`src/rtl/riscv_pkg.sv`:
```
// Shared load/store definitions: funct3 encodings, LSU FSM states and response error codes.
package riscv_pkg;

  localparam logic [2:0] F3_B  = 3'b000;
  localparam logic [2:0] F3_H  = 3'b001;
  localparam logic [2:0] F3_W  = 3'b010;
  localparam logic [2:0] F3_D  = 3'b011;
  localparam logic [2:0] F3_BU = 3'b100;
  localparam logic [2:0] F3_HU = 3'b101;
  localparam logic [2:0] F3_WU = 3'b110;

  typedef enum logic [1:0] {
    IDLE = 2'd0,
    WAIT = 2'd1,
    RESP = 2'd2
  } lsu_state_t;

  localparam logic [1:0] ERR_NONE     = 2'b00;
  localparam logic [1:0] ERR_MISALIGN = 2'b01;
  localparam logic [1:0] ERR_ILLEGAL  = 2'b10;

endpackage

```
`src/rtl/lsu_align.sv`:
```
// Combinational lane logic: funct3 legality, alignment check, store byte-lane placement
// and load extraction with sign/zero extension. Purely combinational, no flow control.
module lsu_align
  import riscv_pkg::*;
#(
  parameter int XLEN = 32,
  localparam int NB = XLEN / 8,
  localparam int OFF_W = $clog2(NB)
) (
  input  logic [2:0]       funct3,
  input  logic             we,
  input  logic [OFF_W-1:0] off,
  input  logic [XLEN-1:0]  wdata,
  input  logic [XLEN-1:0]  rdata,
  output logic [NB-1:0]    be,
  output logic [XLEN-1:0]  wdata_sh,
  output logic [XLEN-1:0]  rdata_ext,
  output logic [1:0]       err
);

  logic             legal;
  logic [OFF_W-1:0] amask;
  logic [NB-1:0]    be_base;
  logic [XLEN-1:0]  sh;

  always_comb begin
    legal = 1'b0;
    if (we)
      legal = (funct3 == F3_B) || (funct3 == F3_H) || (funct3 == F3_W) ||
              ((XLEN == 64) && (funct3 == F3_D));
    else
      legal = (funct3 == F3_B) || (funct3 == F3_H) || (funct3 == F3_W) ||
              (funct3 == F3_BU) || (funct3 == F3_HU) ||
              ((XLEN == 64) && ((funct3 == F3_D) || (funct3 == F3_WU)));

    // funct3[1:0] encodes log2 of the access size for every legal encoding
    amask    = '0;
    be_base  = '0;
    wdata_sh = wdata;
    case (funct3[1:0])
      2'd0: begin amask = OFF_W'(3'd0); be_base = NB'(8'h01); wdata_sh = {NB{wdata[7:0]}}; end
      2'd1: begin amask = OFF_W'(3'd1); be_base = NB'(8'h03); wdata_sh = {(NB/2){wdata[15:0]}}; end
      2'd2: begin amask = OFF_W'(3'd3); be_base = NB'(8'h0F); wdata_sh = {(NB/4){wdata[31:0]}}; end
      default: begin amask = OFF_W'(3'd7); be_base = NB'(8'hFF); wdata_sh = wdata; end
    endcase
    be = be_base << off;

    if (!legal)
      err = ERR_ILLEGAL;
    else if ((off & amask) != '0)
      err = ERR_MISALIGN;
    else
      err = ERR_NONE;

    sh = rdata >> {off, 3'b000};
    case (funct3)
      F3_B:    rdata_ext = XLEN'($signed(sh[7:0]));
      F3_H:    rdata_ext = XLEN'($signed(sh[15:0]));
      F3_W:    rdata_ext = XLEN'($signed(sh[31:0]));
      F3_BU:   rdata_ext = XLEN'(sh[7:0]);
      F3_HU:   rdata_ext = XLEN'(sh[15:0]);
      F3_WU:   rdata_ext = XLEN'(sh[31:0]);
      default: rdata_ext = sh;
    endcase
  end

endmodule

```
`src/rtl/riscv_lsu.sv`:
```
// Load/store unit: accept in IDLE, hold memory request until mem_ack, pulse one response.
// Latency: N+2 for zero-wait memory, N+1 for errors; req_ready only in IDLE, stall otherwise.
module riscv_lsu
  import riscv_pkg::*;
#(
  parameter int XLEN = 32,
  parameter int ADDR_W = 32,
  localparam int NB = XLEN / 8,
  localparam int OFF_W = $clog2(NB)
) (
  input  logic              clk,
  input  logic              rst_n,
  input  logic              req_valid,
  output logic              req_ready,
  input  logic              req_we,
  input  logic [2:0]        req_funct3,
  input  logic [ADDR_W-1:0] req_addr,
  input  logic [XLEN-1:0]   req_wdata,
  output logic              rsp_valid,
  output logic [XLEN-1:0]   rsp_rdata,
  output logic [1:0]        rsp_err,
  output logic              stall,
  output logic              mem_req,
  output logic              mem_we,
  output logic [ADDR_W-1:0] mem_addr,
  output logic [XLEN-1:0]   mem_wdata,
  output logic [NB-1:0]     mem_be,
  input  logic              mem_ack,
  input  logic [XLEN-1:0]   mem_rdata
);

  lsu_state_t       state;
  logic [2:0]       f3_q;
  logic [OFF_W-1:0] off_q;
  logic             we_q;

  logic [2:0]       a_f3;
  logic             a_we;
  logic [OFF_W-1:0] a_off;
  logic [NB-1:0]    a_be;
  logic [XLEN-1:0]  a_wdata;
  logic [XLEN-1:0]  a_rdata;
  logic [1:0]       a_err;

  // Decode live request fields while idle, latched fields once an access is in flight
  assign a_f3  = (state == IDLE) ? req_funct3 : f3_q;
  assign a_we  = (state == IDLE) ? req_we : we_q;
  assign a_off = (state == IDLE) ? req_addr[OFF_W-1:0] : off_q;

  lsu_align #(.XLEN(XLEN)) u_align (
    .funct3    (a_f3),
    .we        (a_we),
    .off       (a_off),
    .wdata     (req_wdata),
    .rdata     (mem_rdata),
    .be        (a_be),
    .wdata_sh  (a_wdata),
    .rdata_ext (a_rdata),
    .err       (a_err)
  );

  always_ff @(posedge clk) begin
    if (!rst_n) begin
      state     <= IDLE;
      f3_q      <= '0;
      off_q     <= '0;
      we_q      <= 1'b0;
      req_ready <= 1'b1;
      stall     <= 1'b0;
      rsp_valid <= 1'b0;
      rsp_rdata <= '0;
      rsp_err   <= ERR_NONE;
      mem_req   <= 1'b0;
      mem_we    <= 1'b0;
      mem_addr  <= '0;
      mem_wdata <= '0;
      mem_be    <= '0;
    end else begin
      case (state)
        IDLE: begin
          if (req_valid) begin
            f3_q      <= req_funct3;
            off_q     <= req_addr[OFF_W-1:0];
            we_q      <= req_we;
            req_ready <= 1'b0;
            stall     <= 1'b1;
            if (a_err != ERR_NONE) begin
              state     <= RESP;
              rsp_valid <= 1'b1;
              rsp_err   <= a_err;
              rsp_rdata <= '0;
            end else begin
              state     <= WAIT;
              mem_req   <= 1'b1;
              mem_we    <= req_we;
              mem_addr  <= {req_addr[ADDR_W-1:OFF_W], {OFF_W{1'b0}}};
              mem_wdata <= a_wdata;
              mem_be    <= a_be;
            end
          end
        end
        WAIT: begin
          if (mem_ack) begin
            state     <= RESP;
            mem_req   <= 1'b0;
            mem_we    <= 1'b0;
            mem_be    <= '0;
            rsp_valid <= 1'b1;
            rsp_err   <= ERR_NONE;
            rsp_rdata <= we_q ? '0 : a_rdata;
          end
        end
        RESP: begin
          state     <= IDLE;
          rsp_valid <= 1'b0;
          stall     <= 1'b0;
          req_ready <= 1'b1;
        end
        default: state <= IDLE;
      endcase
    end
  end

endmodule

```
`config.mk`:
```
export PLATFORM = sky130hd
export DESIGN_NAME = riscv_lsu
export DESIGN_NICKNAME = d
export VERILOG_FILES = /design/src/rtl/riscv_pkg.sv /design/src/rtl/lsu_align.sv /design/src/rtl/riscv_lsu.sv
export SDC_FILE = /design/constraint.sdc
export NUM_CORES = 1
export LEC_CHECK = 0
export ABC_AREA = 1
export CORE_ASPECT_RATIO = 0.6
export CORE_UTILIZATION = 45
export DETAILED_ROUTE_END_ITERATION = 16
export GPL_TIMING_DRIVEN = 1
export PLACE_DENSITY = 0.81
export SKIP_LAST_GASP = 1
export SLEW_MARGIN = 20
export SYNTH_ARGS = -nofsm -noshare
export SYNTH_HDL_FRONTEND = slang
export SYNTH_HIERARCHICAL = 1
export SYNTH_SLANG_ARGS = --single-unit
```
`constraint.sdc`:
```
create_clock -name clk -period 3.27 [get_ports clk]
set_clock_uncertainty 0.1 [all_clocks]
set_input_delay 0.981 -clock clk [delete_from_list [all_inputs] [get_ports clk]]
set_output_delay 0.981 -clock clk [all_outputs]
set_load 0.03 [all_outputs]
```
==> After elaboration in Yosys (flattened, before gate mapping) <==
Cells that the tools add are included.
{ "classes": {"n_eq_ne": 11, "shift": 2, "muxes": 42, "bitwise": 2, "n_reduce_logical": 19} }
{ "ops": {"columns": ["op", "n"], "rows": [
  ["$mux 32", 4],
  ["$pmux 32 s2", 2],
  ["$pmux 32 s4", 1],
  ["$shr 32x5->32", 1],
  ["$mux 2", 8],
  ["$pmux 4 s2", 2],
  ["$mux 1", 13],
  ["$mux 4", 3],
  ["$pmux 2 s2", 3],
  ["$reduce_and 4->1", 3],
  ["$pmux 1 s2", 4],
  ["$reduce_bool 2->1", 4],
  ["$eq 3x3->1 const B", 2],
  ["$ne 2x2->1 const B", 3],
  ["$reduce_and 2->1", 3],
  ["$eq 2x1->1 const B", 2],
  ["$logic_not 2->1", 2],
  ["$logic_or 1x1->1", 4],
  ["$shl 4x2->4", 1],
  ["$eq 3x1->1 const B", 1],
  ["$eq 3x2->1 const B", 1],
  ["$logic_not 3->1", 1],
  ["$mux 3", 1],
  ["$pmux 1 s3", 1],
  ["6 further kinds", 6]
]} }
{ "word_totals": {"register_bits": 113, "inputBits": 104, "out_inout_bits": 107, "wordCells": 90} }

==> Depth between registers and ports, before layout <==
{ "logic_depth": {"ltp_word": 13, "ltp_mapped": 17, "mapped_depth_nobuf": 13} }

==> Hierarchy <==
Netlist, hierarchy kept.
{ "by_module_without_submodules": {"columns": ["module", "n_inst", "cells_per_inst", "area_per_inst_um2", "seq_area_each_um2"], "rows": [
  ["riscv_lsu", 1, 601, 4347.9, 2262.2],
  ["lsu_align", 1, 253, 1278.7, 0.0]
]} }

==> Worst setup path before layout <==
No wires, ideal clock.
{ "synth_timing": {"path_kind": "input to register", "from": "in req_addr[0]", "to": "reg rsp_rdata[12]", "setup_time_ps": 116, "arrival_ps": 2655, "required_time_ps": 3054, "slack_ps": 399, "path_stages": 15, "path_buffers": 3, "path_cell_list": "nand2_1 > o21ai_0 > buf_6 > inv_2 > buf_6 > o21ai_0 > nor3b_1 > nor2_1 > nand2_1 > nand2_1 > nor2_4 > inv_2 > buf_4 > nor2_1 > nor2_1"} }
{ "synth_between": {"elab_chain_len": 8, "word_cells_on_any_way": 13, "classes_between": "eq/ne (1); shift (1); mux (7); bitwise (1); reduce/logical (3)"} }
{ "synth_lines": {"columns": ["item", "line_no", "text"], "rows": [
  ["start: declaration", "riscv_lsu.sv:17", "input logic [ADDR_W-1:0] req_addr,"],
  ["$mux 2", "riscv_lsu.sv:48", "assign a_off = (state == IDLE) ? req_addr[OFF_W-1:0] : off_q;"],
  ["via a_off[0]", "riscv_lsu.sv:39", "logic [OFF_W-1:0] a_off;"],
  ["$and 2x2->2", "lsu_align.sv:50", "else if ((off & amask) != '0)"],
  ["$reduce_bool 2->1", "lsu_align.sv:50", null],
  ["$mux 1", "lsu_align.sv:50", null],
  ["$mux 2", "lsu_align.sv:48", "if (!legal)"],
  ["via a_err[0]", "riscv_lsu.sv:43", "logic [1:0] a_err;"],
  ["$reduce_bool 2->1", "riscv_lsu.sv:87", "if (a_err != ERR_NONE) begin"],
  ["$ne 2x1->1 (no source line)", null, null],
  ["$reduce_and 4->1 (no source line)", null, null],
  ["end signal: assignment", "riscv_lsu.sv:110", "rsp_rdata <= we_q ? '0 : a_rdata;"],
  ["end: declaration", "riscv_lsu.sv:20", "output logic [XLEN-1:0] rsp_rdata,"]
]} }
The timed path passes the listed nets, and every way through them passes these cells. The select of a mux whose other input is x is not followed.
A chain may end at the register's enable or synchronous reset.

==> Worst setup path in the final report <==
{ "layout_timing": {"from": "in req_funct3[0]", "to": "reg mem_wdata[5]"} }
{ "layout_between": {"elab_chain_len": 11, "word_cells_on_any_way": 21, "classes_between": "eq/ne (5); mux (5); bitwise (2); reduce/logical (9)"} }
{ "layout_lines": {"columns": ["item", "line_no", "text"], "rows": [
  ["start: declaration", "riscv_lsu.sv:16", "input logic [2:0] req_funct3,"],
  ["$mux 3 (*)", "riscv_lsu.sv:46", "assign a_f3 = (state == IDLE) ? req_funct3 : f3_q;"],
  ["via a_f3[0]", "riscv_lsu.sv:37", "logic [2:0] a_f3;"],
  ["branches (longest 6 deep; another with $eq 2x1->1)", null, null],
  ["$mux 2 (*)", "lsu_align.sv:48", null],
  ["via a_err[0]", "riscv_lsu.sv:43", null],
  ["$reduce_bool 2->1 (*)", "riscv_lsu.sv:87", null],
  ["$not 1->1 (no source line) (*)", null, null],
  ["$reduce_and 3->1 (no source line) (*)", null, null],
  ["end signal: assignment", "riscv_lsu.sv:97", "mem_wdata <= a_wdata;"],
  ["end: declaration", "riscv_lsu.sv:26", "output logic [XLEN-1:0] mem_wdata,"]
]} }
Mark *: on every way through the listed nets, which the timed path passes.

==> impl_metrics.toml <==
[yosys]
synth_cell_types = 28
syn_area_um2 = 5630
synth_edf_count = 0
ys_seq_area_frac = 0.402
async_flop_share = 0
synth_ff_type = "dfxtp_1"
avgSynthCellArea_um2 = 6.59
netlist_instances = 854
yosys_warnings = 6
synth-seq-cells = 113

[cells_and_area]
layout-drive-gt1-share = 0.0943
final_common_cell = "clkdlybuf4s50_1"
mostFrequentLayoutCells = "clkdlybuf4s50_1, nand2_1, dfxtp_1"
multi_input_area_um2 = 2650
nets = 1162
post-route-util = 0.704
ff_latch_area_um2 = 2260
syn_to_final_growth_pct = 51.9
fillers = 1019
num_antenna_cells = 0
fin_cells = 1236

[route]
drtIter0Drc = 568
vias_per_cell = 4.92
ant_nets = 0
vias = 6082
dr.pass1.iters = 5
drc = 0
post_drt_wl_per_cell_um = 14.1
drt-total-wl_um = 17400

[global_routing]
grt_use_total = 0.272
grt_pass1_wl_um = 27600
antenna_found_initial = 0
overflow = 0
grt_pass1_vias = 5492
grt_max_degree = 59

[setup_path]
endpoint_kind = "flip-flop"
r2r_slack_ns = 0.51
crit_required_ns = 3.50
cp.arrival_ns = 3.28
criticalPathCategory = "input port to flip-flop"
cp-start-kind = "input port"
path_max_fanout = 58

[cts]
hold_buffers = 0
clkTransAtPathRegs_ns = 0.06
clk_path_buf_depth = 2
numClockSinks = 113
h-tree-depth = 4
clockRootBuffer = "clkbuf_16"
worstSkewPairLatency_ns = 0.41
cts_tree = "yes"
cts_made_buffers = 17

[floorplan]
core_um2 = 12100
ios = 211
die-area_um2 = 13000
die_y_um = 88.6
initial_core_util = 0.463
die_w_um = 146
rows = 31

[power]
power_density_nw_per_um2 = 1210
vdd_drop_max_mv = 0.598
p_leak_nw = 3.64

[placed_design]
dp.cells = 1204
port_buffers = 208
gp_congestion = 0.906
dpl.hpwl_um = 12700

[sta]
slew_headroom = 0.503
period_share = 0.935
worst_slew_pin_slew_ns = 0.744
slew_violations = 0
rsz0062_at_grt = "false"
setup_viol = 0
period_needed_ns = 3.06
max_freq_ghz = 0.327
hold_viol_final = 0

[status]
status = "finished, final reports clean"

[run]
drv_cap = 0

[hold_path]
hp-class = "flip-flop to flip-flop"
## critical path, stage by stage
cell and delay, ns:
clkdlybuf4s50_1 0.50, nand2_1 0.06, o21ai_0 0.12, inv_1 0.10, o21ai_0 0.30, nor3b_2 0.27
nor2_1 0.09, buf_4 0.15, nand3_4 0.11, buf_12 0.23, o21ai_0 0.15, a21oi_1 0.20
## path summary, 6_finish.rpt
| kind | cells past startpoint | to | start |
|---|---|---|---|
| setup / recovery | 12 | mem_wdata[5] | req_funct3[0] |
| hold reg to reg | 2 | mem_addr[24] | mem_addr[24] |
| setup reg to reg | 12 | mem_wdata[5] | state[0] |
| hold / removal | 2 | mem_addr[24] | mem_addr[24] |
## kinds of logic after synthesis
logic type | Yosys count | synth area share
and+or+nand+nor | 372 | 0.274
other | 1 | 0.000666
buffers and inverters | 161 | 0.131
AOI/OAI and AO/OA | 207 | 0.192
DFF | 113 | 0.402
## sequential cells by signal, indices dropped and copies added, names as in the netlist, 2 cells and up
name and cells:
mem_addr 30, state 2, off_q 2, f3_q 3, mem_be 4, rsp_err 2
rsp_rdata 32, mem_wdata 32
## cells in the mapped netlist, types with 2 or more instances
cell type  count  area (um^2)
nand2_2        3         18.8
nor2_1       111          417
buf_4         12         90.1
nand3_2        4         40.0
nand2_1      199          747
nor2_4         3         33.8
inv_1         90          338
dfxtp_1      113         2260
nor2_2         2         12.5
a21oi_1       86          430
o21ai_2        6         52.6
nand3_1       46          230
o211ai_1       8         60.1
buf_6          8         90.1
o21ai_0      105          526
buf_1          4         15.0
inv_2          3         11.3
buf_2         17         85.1
clkbuf_1      25         93.8
## per-layer routing
layer	vias to the layer above	track usage	share of wire
li1	3103	-	-
met1	2687	0.372	0.47
met2	274	0.408	0.41
met3	18	0.0954	0.11
met4	0	0.0701	0.0079
met5	-	0	0
## area by class of cell
class / instances / share of cell area
clock buffers: 17 / 0.0498
clock inverters: 15 / 0.0160
inverters: 95 / 0.0426
multi-input cells: 581 / 0.310
well taps: 165 / 0.0242
flip-flops and latches: 113 / 0.265
repair buffers: 250 / 0.293
## power by group
group	total (W)	switching, W	internal (W)
registers	0.00225	0.000296	0.00195
logic	0.00633	0.00382	0.00251
clock network	0.00174	0.000695	0.00105
total	0.0103	0.00481	0.00551
## metrics by stage
| stage | instance area, um^2 | worst slack [ns] | hold WS (ns) | power (W) | setup TNS [ns] |
|---|---|---|---|---|---|
| global placement | 7980 | -0.0599 | 0.329 | 0.00840 | -1.85 |
| CTS | 8540 | 0.196 | 0.342 | 0.0103 | 0 |
| finish | 8550 | 0.212 | 0.341 | 0.0103 | 0 |
| detailed placement | 7980 | -0.160 | 0.333 | 0.00852 | -8.00 |
| global route | 8550 | 0.0287 | 0.352 | 0.0111 | 0 |
| floorplan | 5630 | 0.399 | 0.325 | 0.00614 | 0 |
## timing repair
action,CTS,global route
setup endpoints to repair,0,4
setup buffers,0,0
resized for setup,0,1
Note: power is estimated with default switching activity, not from simulation.
